$ cat src/rtl/ahbl_regfile_pkg.sv
// ahbl_regfile_pkg
//   Shared AHB-Lite encodings and FSM state type for the register-file slave.
//   HTRANS_*  : transfer types (only HTRANS[1]=1 starts a transfer)
//   HSIZE_*   : byte / halfword / word transfer sizes
//   HRESP_*   : OKAY / ERROR response codes
//   state_e   : data-phase FSM states
package ahbl_regfile_pkg;

    localparam logic [1:0] HTRANS_IDLE   = 2'b00;
    localparam logic [1:0] HTRANS_BUSY   = 2'b01;
    localparam logic [1:0] HTRANS_NONSEQ = 2'b10;
    localparam logic [1:0] HTRANS_SEQ    = 2'b11;

    localparam logic [2:0] HSIZE_BYTE = 3'd0;
    localparam logic [2:0] HSIZE_HALF = 3'd1;
    localparam logic [2:0] HSIZE_WORD = 3'd2;

    localparam logic HRESP_OKAY  = 1'b0;
    localparam logic HRESP_ERROR = 1'b1;

    typedef enum logic [2:0] {
        ST_IDLE = 3'd0,
        ST_WAIT = 3'd1,
        ST_DATA = 3'd2,
        ST_ERR1 = 3'd3,
        ST_ERR2 = 3'd4
    } state_e;

endpackage

$ cat src/rtl/ahbl_regfile_byte_strobe.sv
// ahbl_regfile_byte_strobe
//   Combinational byte-lane decode for an AHB-Lite transfer.
//   i_size     in  3  HSIZE of the transfer
//   i_addr     in  2  HADDR[1:0] of the transfer
//   o_mask     out 4  byte lanes touched (bit b = HWDATA[8b +: 8])
//   o_misalign out 1  halfword on odd address or word not on a 4-byte boundary
//   Sizes above word give an empty mask; the caller flags those separately.
module ahbl_regfile_byte_strobe
    import ahbl_regfile_pkg::*;
(
    input  logic [2:0] i_size,
    input  logic [1:0] i_addr,
    output logic [3:0] o_mask,
    output logic       o_misalign
);

    always_comb begin
        o_mask     = 4'b0000;
        o_misalign = 1'b0;
        case (i_size)
            HSIZE_BYTE: o_mask = 4'b0001 << i_addr;
            HSIZE_HALF: begin
                o_mask     = i_addr[1] ? 4'b1100 : 4'b0011;
                o_misalign = i_addr[0];
            end
            HSIZE_WORD: begin
                o_mask     = 4'b1111;
                o_misalign = |i_addr;
            end
            default: ;
        endcase
    end

endmodule

$ cat src/rtl/ahbl_regfile.sv
// ahbl_regfile
//   Parametrised AHB-Lite slave register file with byte/halfword writes,
//   read-only status registers, optional wait states and ERROR responses.
//   HCLK/HRESETn        clock, async active-low reset
//   HSEL,HADDR,HTRANS,
//   HWRITE,HSIZE,HREADY address-phase inputs
//   HWDATA              write data (data phase)
//   HREADYOUT,HRESP,
//   HRDATA              data-phase response
//   regs_o              register contents, reg i at [32*i +: 32]
//   regs_i              status values returned for read-only registers
//   wr_pulse_o          high for the cycle whose clock edge commits a write to reg i
module ahbl_regfile
    import ahbl_regfile_pkg::*;
#(
    parameter int                  NUM_REGS    = 8,
    parameter int                  IDX_LSB     = 2,
    parameter int                  WAIT_STATES = 0,
    parameter logic [NUM_REGS-1:0] RO_MASK     = '0,
    parameter logic [31:0]         ID          = 32'hABCD_EF01
) (
    input  logic                    HCLK,
    input  logic                    HRESETn,
    input  logic                    HSEL,
    input  logic [31:0]             HADDR,
    input  logic [1:0]              HTRANS,
    input  logic                    HWRITE,
    input  logic [2:0]              HSIZE,
    input  logic                    HREADY,
    input  logic [31:0]             HWDATA,
    output logic                    HREADYOUT,
    output logic                    HRESP,
    output logic [31:0]             HRDATA,
    output logic [32*NUM_REGS-1:0]  regs_o,
    input  logic [32*NUM_REGS-1:0]  regs_i,
    output logic [NUM_REGS-1:0]     wr_pulse_o
);

    // One extra index bit so that index NUM_REGS decodes as out of range
    // instead of aliasing onto register 0.
    localparam int IDX_W = $clog2(NUM_REGS + 1);

    state_e                    r_state, w_state_nxt, w_path;
    logic [3:0]                r_cnt;
    logic [IDX_W-1:0]          r_idx;
    logic [3:0]                r_mask;
    logic                      r_write;
    logic [NUM_REGS-1:0][31:0] r_regs;

    logic [IDX_W-1:0] w_idx;
    logic [3:0]       w_mask;
    logic             w_misalign, w_ro_hit, w_bad, w_accept;
    logic             w_unused;

    assign w_idx    = HADDR[IDX_LSB +: IDX_W];
    assign w_unused = ^{HADDR, regs_i, ID};

    ahbl_regfile_byte_strobe u_strobe (
        .i_size     (HSIZE),
        .i_addr     (HADDR[1:0]),
        .o_mask     (w_mask),
        .o_misalign (w_misalign)
    );

    always_comb begin
        w_ro_hit = 1'b0;
        for (int i = 0; i < NUM_REGS; i++)
            if (RO_MASK[i] && (w_idx == IDX_W'(i))) w_ro_hit = 1'b1;
    end

    // New address phases are only taken while this slave is itself ready,
    // so a stray HREADY during WAIT/ERR1 cannot corrupt the transfer in flight.
    assign w_accept = HSEL & HREADY & HTRANS[1] & HREADYOUT;
    assign w_bad    = (w_idx >= IDX_W'(NUM_REGS)) | (HSIZE > HSIZE_WORD)
                    | w_misalign | (HWRITE & w_ro_hit);
    assign w_path   = w_bad ? ST_ERR1 : ((WAIT_STATES > 0) ? ST_WAIT : ST_DATA);

    always_comb begin
        w_state_nxt = r_state;
        case (r_state)
            ST_IDLE, ST_DATA, ST_ERR2: w_state_nxt = w_accept ? w_path : ST_IDLE;
            ST_WAIT:                   if (r_cnt == 4'd0) w_state_nxt = ST_DATA;
            ST_ERR1:                   w_state_nxt = ST_ERR2;
            default:                   w_state_nxt = ST_IDLE;
        endcase
    end

    always_ff @(posedge HCLK or negedge HRESETn) begin
        if (!HRESETn) begin
            r_state <= ST_IDLE;
            r_cnt   <= '0;
            r_idx   <= '0;
            r_mask  <= '0;
            r_write <= 1'b0;
            r_regs  <= '0;
        end else begin
            r_state <= w_state_nxt;
            // Counter preloads to WAIT_STATES-1 so WAIT lasts exactly WAIT_STATES cycles.
            if (w_accept) begin
                r_idx   <= w_idx;
                r_mask  <= w_mask;
                r_write <= HWRITE;
                r_cnt   <= 4'(WAIT_STATES - 1);
            end else if ((r_state == ST_WAIT) && (r_cnt != 4'd0)) begin
                r_cnt <= r_cnt - 4'd1;
            end
            if ((r_state == ST_DATA) && r_write) begin
                for (int i = 0; i < NUM_REGS; i++)
                    if (!RO_MASK[i] && (r_idx == IDX_W'(i)))
                        for (int b = 0; b < 4; b++)
                            if (r_mask[b]) r_regs[i][8*b +: 8] <= HWDATA[8*b +: 8];
            end
        end
    end

    always_comb begin
        HREADYOUT  = !((r_state == ST_WAIT) || (r_state == ST_ERR1));
        HRESP      = ((r_state == ST_ERR1) || (r_state == ST_ERR2)) ? HRESP_ERROR : HRESP_OKAY;
        HRDATA     = '0;
        wr_pulse_o = '0;
        for (int i = 0; i < NUM_REGS; i++) begin
            if ((r_state == ST_DATA) && (r_idx == IDX_W'(i))) begin
                if (r_write) wr_pulse_o[i] = 1'b1;
                else         HRDATA = RO_MASK[i] ? regs_i[32*i +: 32] : r_regs[i];
            end
        end
    end

    assign regs_o = r_regs;

endmodule
$ cat config.mk
export PLATFORM = sky130hd
export DESIGN_NAME = ahbl_regfile
export DESIGN_NICKNAME = d
export VERILOG_FILES = /design/src/rtl/ahbl_regfile_pkg.sv /design/src/rtl/ahbl_regfile_byte_strobe.sv /design/src/rtl/ahbl_regfile.sv
export SDC_FILE = /design/constraint.sdc
export NUM_CORES = 1
export LEC_CHECK = 0
export CORE_AREA = 5 5 244 246
export CTS_BUF_LIST = sky130_fd_sc_hd__clkbuf_8 sky130_fd_sc_hd__clkbuf_16
export DETAILED_ROUTE_END_ITERATION = 8
export DIE_AREA = 0 0 249 251
export PLACE_DENSITY = 0.55
export SETUP_SLACK_MARGIN = 0.15
export SLEW_MARGIN = 0
export SYNTH_ARGS = -nofsm -noshare
export SYNTH_HDL_FRONTEND = slang
export SYNTH_SLANG_ARGS = --single-unit
$ cat constraint.sdc
create_clock -name HCLK -period 2.85 [get_ports HCLK]
set_input_delay 0.57 -clock HCLK [delete_from_list [all_inputs] [get_ports HCLK]]
set_output_delay 0.57 -clock HCLK [all_outputs]
set_load 0.02 [all_outputs]
==> results of run 1 <==
## through the flow
stage | setup TNS, ns | total power, uW | cell area [um2] | instances
detailed placement | -6.10 | 10400 | 18100 | 2141
finish | -7.75 | 15700 | 20300 | 2245
global route | -10.17 | 16300 | 20300 | 2245
global placement | -6.18 | 10400 | 18100 | 2141
CTS | -6.84 | 15500 | 20000 | 2237
floorplan | 0 | 7300 | 12800 | 983
## worst register-to-register path, stage by stage, from the launching register on
cell and delay, ns:
dfrtp_1 0.38, buf_4 0.13, buf_4 0.16, and4bb_4 0.47, and2_1 0.58, nand2_2 0.37
mux2_2 0.38
## cell type report
| cell class | instances | area [um2] | share of cell area |
|---|---|---|---|
| Antenna cell | 2 | 5.00 | 0.000247 |
| Clock buffer | 40 | 933 | 0.0460 |
| Clock inverter | 19 | 128 | 0.00630 |
| Inverter | 7 | 28.8 | 0.00142 |
| Multi-Input combinational cell | 651 | 6320 | 0.312 |
| Sequential cell | 272 | 6820 | 0.336 |
| Tap cell | 765 | 957 | 0.0472 |
| Timing Repair Buffer | 489 | 5080 | 0.251 |
## cells by family (layout without fill, tap and decap cells)
kind of cell / count (synthesis) / count (layout)
muxes: 302 / 302
DFF: 272 / 272
and+or+nand+nor: 178 / 178
AOI/OAI and AO/OA: 168 / 168
buffers and inverters: 60 / 555
xor gates and xnor gates: 2 / 2
adders and majority gates: 1 / 1
other: 0 / 2
## final timing paths
| path | startpoint | end | slack [ns] | cells after the start |
|---|---|---|---|---|
| max in group asynchronous | HRESETn | regs_o[26] | 2.02 | 2 |
| worst min register to register | r_mask[1] | r_mask[1] | 0.47 | 2 |
| worst min-delay path | HRESETn | regs_o[230] | -0.003 | 1 |
| min in group HCLK | r_mask[1] | r_mask[1] | 0.47 | 2 |
| worst max-delay path | r_state[2] | HRDATA[4] | -0.36 | 8 |
| worst max register to register | r_state[2] | regs_o[116] | 0.26 | 6 |
## layer usage
| metal | vias up | global-route usage |
|---|---|---|
| met5 | - | 0 |
| met4 | 0 | 0.0432 |
| met3 | 76 | 0.0546 |
| met2 | 477 | 0.271 |
| met1 | 5609 | 0.248 |
| li1 | 4663 | - |
## registers in the layout (all words and copies together), names as in the netlist
name	flops
r_cnt	4
r_idx	4
r_mask	4
r_state	3
r_write	1
regs_o	256
## power by group
| part | switching, uW | total [uW] | internal (uW) |
|---|---|---|---|
| Combinational | 3700 | 7030 | 3330 |
| Clock | 1710 | 4130 | 2420 |
| Sequential | 356 | 4580 | 4220 |
## synth_stat cells, drive strengths merged (19+ instances only)
cell type	count	area, um2
nor2	30	120
a2bb2oi	24	210
mux2	279	3140
clkbuf	19	71.3
mux2i	22	220
a21oi	20	100
o22ai	22	138
nand2	49	284
dfrtp	272	6810
buf	34	200
nand2b	24	150
o21ai	36	180
nor3	19	110
a22oi	21	158
## timing repair
item | 4_1_cts | 5_1_grt
hold endpoints to repair | 0 | 0
cloned | 2 | 0
endpoints found under the setup margin | 72 | 41
gates resized for setup | 305 | 55
buffers inserted | 36 | 6
pin swaps | 36 | 24
==> impl_results.md, run 1 <==
* Outcome: finished, violations left
* Failing checks: hold timing, setup timing
* Avg Inst Size Synth at approximately 13 um2
* Max VDD drop at 0.000331 V
* GRT Overall Usage at 0.178
* Initial core utilization at 0.225
* Clock Skew at 0.0151 ns
* Avg WL per Cell at 25.9 um
* Syn Nets at about 1.3k
* Max Buffers Root-to-Sink at 3
* Clk slew on worst S/H paths at around 0.050 ns
* Crit-path leading delay family: simple AND/OR/NAND/NOR gates
* Rows at 88
* Antenna Violating Nets Remaining at 0
* Worst min path class: input port to async pin
* Hold_buf cts at 0
* Synth Flop Type: dfrtp_1
* Hold_ws at -0.00262 ns
* Cell variety after synth at slightly above 60
* Via density at 4.82
* Die height at ~250 um
* Met3 WL at 4890 um
* Crit path cell chain: or4b_4 > buf_12 > buf_4 > buf_4 > nor4_4 > nor2_1 > nor3_2 > buf_4
* Clock H-tree levels at 2
* Clk root buf: clkbuf_16
* Vias in the first global route at 11.3k
* CP Capture Type: output port
* Sink Count at between 200 and 300
* Post-synth EDFFs at 0
* Nets at 1786
* Area grow syn2layout at 57.9%
* Fin crit period at 3.21 ns
* Fin. max-slew vios at 0
* Register area share after synthesis at 0.530
* Largest net degree at the start of global routing at 69
* Slew headroom at 0.465
* Clock buffer count from CTS at 34
* Mapped Cells at 983
* Kind of critical path: register to output port
* Slowest cell delay on critical path at 0.56 ns
* Routed via count at 10.8k
* Post-synthesis register bit count at 272
* 1st-iter DRT viols at 707
* Io pins at between 600 and 700
* Post-Synth Adder-Cell Area at 0.000975
* Final hold vios at 1
* Pwr dens at 777 nW/um2
* Global-route wire length before repair at 82400 um
* Die area at 62500 um2
* Final wirelength at 58200 um
* Synth async-reset ratio at 1.00
* Worst EP required at 2.28 ns
* Ratio of cells with drive above 1 in the final layout at 0.435
* M1 WL at 26600 um
* Gr ovfl total at 0
* Slew @ Worst Pin at 0.795 ns
* Synth Warn # at 0
* Crit start category: register
* Crit-path max FO at 6
* Place WS at -0.594 ns
* Leak at 0.00819 uW
* Port bufs at about 340
* Fin crit share at 1.13
* Final setup fails at 28
* Fin worst setup slack at -0.357 ns
* Maxcap violations at 0
* Core Box Area at 57100 um2
* Most frequent cells in the layout: clkdlybuf4s50_1 (302), mux2_2 (268), dfrtp_1 (268)
* Fmax at 312 MHz
* Fillers at 5592
* Clk_lat worst skew at 0.54 ns
* Synthesized area at 12800 um2
* Uppermost layer routed: met4
* DRC violations left at 0
* Crit path arrival time at 2.64 ns
* Die X at 249 um
* Largest family of logic cells by synthesized area: multiplexers
* Simple-gate share of the synthesized area at 0.0875
* Util after Layout at 0.355
* Mux contribution to synthesized area at 0.264
* RSZ-0062 raised after global routing: yes
* Post-DP HPWL at 42400 um
* Slowest CP cell: or4b_4
* Post-synthesis xor/xnor area fraction at 0.00136
* First-pass DRT Iterations at 7
* Gpl congestion at 0.828
* WP buf/inv at 4
* Met2 wire length at 25500 um
* Initial antenna violation count at 2
* CTS tree: done
* Compound-gate portion of the synthesized area at 0.0930
* Cell repeated most along the worst path: buf_4
* Most common cell after layout, fill and taps aside: clkdlybuf4s50_1
(Power assumes the default switching activity.)
==> inputs of run 2 (changes only) <==
--- a/config.mk
+++ b/config.mk
@@ -5,10 +5,10 @@
 export SDC_FILE = /design/constraint.sdc
 export NUM_CORES = 1
 export LEC_CHECK = 0
-export CORE_AREA = 5 5 244 246
+export CORE_AREA = 3 3 242 244
 export CTS_BUF_LIST = sky130_fd_sc_hd__clkbuf_8 sky130_fd_sc_hd__clkbuf_16
 export DETAILED_ROUTE_END_ITERATION = 8
-export DIE_AREA = 0 0 249 251
+export DIE_AREA = 0 0 245 247
 export PLACE_DENSITY = 0.55
 export SETUP_SLACK_MARGIN = 0.15
 export SLEW_MARGIN = 0
==> impl_results.md, run 2 (synthesis results as in run 1) <==
* Global-route wire length before repair at 81800 um (-0.72%)
* Core Box Area at 56500 um2 (-1.1%)
* Clock buffer count from CTS at 34 (unchanged)
* Antenna Violating Nets Remaining at 0 (unchanged)
* Via density at 4.82 (-0.13%)
* Sink Count at 272 (unchanged)
* Initial antenna violation count at 1 (-1)
* Fin worst setup slack at -0.393 ns (-0.0352 ns)
* Final setup fails at 29 (+3.6%)
* Slew @ Worst Pin at 0.732 ns (-0.0628 ns)
* Failing checks: setup timing
* Hold EP: r_mask[3]
* 1st-iter DRT viols at 696 (-1.6%)
* RSZ-0062 raised after global routing: yes
* Gpl congestion at 0.810 (-2.2%)
* Leak at 0.00842 uW (+2.8%)
* Max reg flops at 256 (unchanged)
* Die height at 247 um (-1.6%)
* Fin crit period at 3.24 ns (+0.0352 ns)
* Max VDD drop at 0.000335 V (+1.2%)
* Critical R2R Capture: regs_o[20]
* Clk root buf: clkbuf_16
* Fin. max-slew vios at 0 (unchanged)
* CP Capture Type: output port
* R2R Setup Slk at 0.29 ns (+0.03 ns)
* Most common cell after layout, fill and taps aside: clkdlybuf4s50_1
* NetSw at 5960 uW (+3.3%)
* Clock H-tree levels at 2 (unchanged)
* Outcome: finished, violations left
* Final hold vios at 0 (-1)
* Worst EP required at 2.28 ns (about the same)
* Flop pwr share at 0.276 (-0.015)
* Final wirelength at 58500 um (+0.43%)
* Slew headroom at 0.508 (+0.0422)
* Fin crit share at 1.14 (+0.0124)
* Worst min path class: register to register
* Kind of critical path: register to output port
* Port bufs at 344 (unchanged)
* Io pins at 628 (unchanged)
* Reg2reg start: r_state[2]
* Logic pwr share at 0.459 (+0.012)
* Initial core utilization at 0.227 (+0.00258)
* CTS tree: done
* Max Buffers Root-to-Sink at 3 (unchanged)
* Post-DP HPWL at 42300 um (-0.23%)
* Int Power at 10700 uW (+6.8%)
* Crit path from: r_state[2]
* Setup TNS Final at -7.13 ns (+0.622 ns)
* Fin cells at 2267 (+0.98%)
* Pwr dens at 800 nW/um2 (+3.0%)
* Die X at 245 um (-1.6%)
* Crit-path max FO at 6 (unchanged)
* DRC violations left at 0 (unchanged)
* Most frequent cells in the layout: clkdlybuf4s50_1 (302), mux2_2 (268), dfrtp_1 (268)
* Crit start category: register
* Nets at 1816 (+1.7%)
* Largest net degree at the start of global routing at 60 (-13%)
* Crit path arrival time at 2.67 ns (+0.03 ns)
* Clk_lat worst skew at 0.53 ns (about the same)
* Avg WL per Cell at 25.8 um (-0.54%)
* Worst hold path cell count at 2
* Maxcap violations at 0 (unchanged)
* Clock share of power at 0.265 (+0.002)
* Post-Place Cell Area at 18100 um2 (+0.42%)
* Switching Fraction at 0.359 (-0.00753)
* Vias in the first global route at 11.1k (-1.4%)
* Fmax at 308 MHz (-1.1%)
* Cells on worst reg2reg path at 6 (unchanged)
* Ratio of cells with drive above 1 in the final layout at 0.455 (+0.0196)
* Area grow syn2layout at 61.8%
* Gr ovfl total at 0 (unchanged)
* Fillers at 5457 (-2.4%)
* First-pass DRT Iterations at 6 (-1)
* Die area at 60500 um2 (-3.2%)
* Rows at 87 (-1.1%)
* Routed via count at 10.9k (+0.85%)
* Final instance area at 20800 um2 (+2.5%)
* GRT Overall Usage at 0.187 (+0.00991)
* Clock Skew at 0.0128 ns (-0.00233 ns)
* Hold Startpoint: r_mask[3]
* Placed insts at 2145 (+0.19%)
* Clk slew on worst S/H paths at 0.06 ns (about the same)
[run 2: cell types whose count changed in the layout (fill, tap and decap cells not counted), sizes merged]
cell	change
clkbuf	+3
bufbuf	-1
buf	+28
inv	-5
clkinvlp	+1
clkinv	+2
dlygate4sd3	+1
bufinv	+2
[run 2: what timing repair did]
action | 4_1_cts | 5_1_grt
hold buffers | 1 | 0
buffers inserted | 28 | 28
endpoints found under the hold margin | 46 | 0
setup endpoints to repair | 41 | 58
resized for setup | 299 | 103
pin swaps | 35 | 48
gates cloned | 1 | 2
[run 2: critical path, stage by stage, from the launching register on]
cell	delay [ns]
dfrtp_1	0.37
or4b_4	0.61
buf_12	0.19
buf_6	0.13
nor4_4	0.33
a221oi_2	0.07
nor3_2	0.18
buf_4	0.15
buf_6	0.11
[run 2: power groups by stage]
| stage | Sequential (uW) | Combinational, uW | Clock (uW) |
|---|---|---|---|
| floorplan | 4820 | 2480 | 0 |
| global placement | 4620 | 5940 | 0 |
| detailed placement | 4630 | 5960 | 0 |
| CTS | 4570 | 6870 | 4530 |
| global route | 4630 | 8020 | 4670 |
| finish | 4590 | 7620 | 4400 |
[run 2: worst max-delay path by stage]
stage                       endpoint  slack [ns]
after detailed placement  HRDATA[29]       -0.73
final                     HRDATA[17]       -0.39
after floorplan           HRDATA[20]        0.28
after global placement    HRDATA[29]       -0.76
after global routing      HRDATA[23]       -0.48
after CTS                 HRDATA[23]       -0.39
[run 2: area by class of cell]
cell class | instances | area [um2] | area share
Sequential cell | 272 | 6820 | 0.328
Multi-Input combinational cell | 651 | 6390 | 0.308
Timing Repair Buffer | 519 | 5450 | 0.262
Clock buffer | 41 | 958 | 0.0461
Tap cell | 756 | 946 | 0.0455
Clock inverter | 19 | 179 | 0.00861
Inverter | 7 | 26.3 | 0.00126
Antenna cell | 2 | 5.00 | 0.000241
[run 2: routing by layer]
metal	global-route usage	wire length, um	vias up
met1	0.273	27700	5689
met3	0.0520	4730	65
met2	0.273	24900	450
met4	0.0452	1080	0
li1	-	-	4713
met5	0	0	-
[run 2: metrics by stage]
| step | power [uW] | hold slack, ns | utilization | setup slack [ns] |
|---|---|---|---|---|
| after floorplan | 7300 | 0.274 | - | 0.279 |
| after global placement | 10600 | 0.475 | 0.321 | -0.764 |
| after CTS | 16000 | 0.487 | 0.355 | -0.393 |
| after global routing | 17300 | 0.514 | 0.368 | -0.481 |
| after detailed placement | 10600 | 0.474 | 0.321 | -0.726 |
| final | 16600 | 0.483 | 0.368 | -0.393 |
==> inputs of run 3 (changes only) <==
--- a/config.mk
+++ b/config.mk
@@ -15,3 +15,4 @@
 export SYNTH_ARGS = -nofsm -noshare
 export SYNTH_HDL_FRONTEND = slang
 export SYNTH_SLANG_ARGS = --single-unit
+export TNS_END_PERCENT = 100
==> results of run 3 <==
The final DEF is identical to that of run 2; final timing and power are the same.
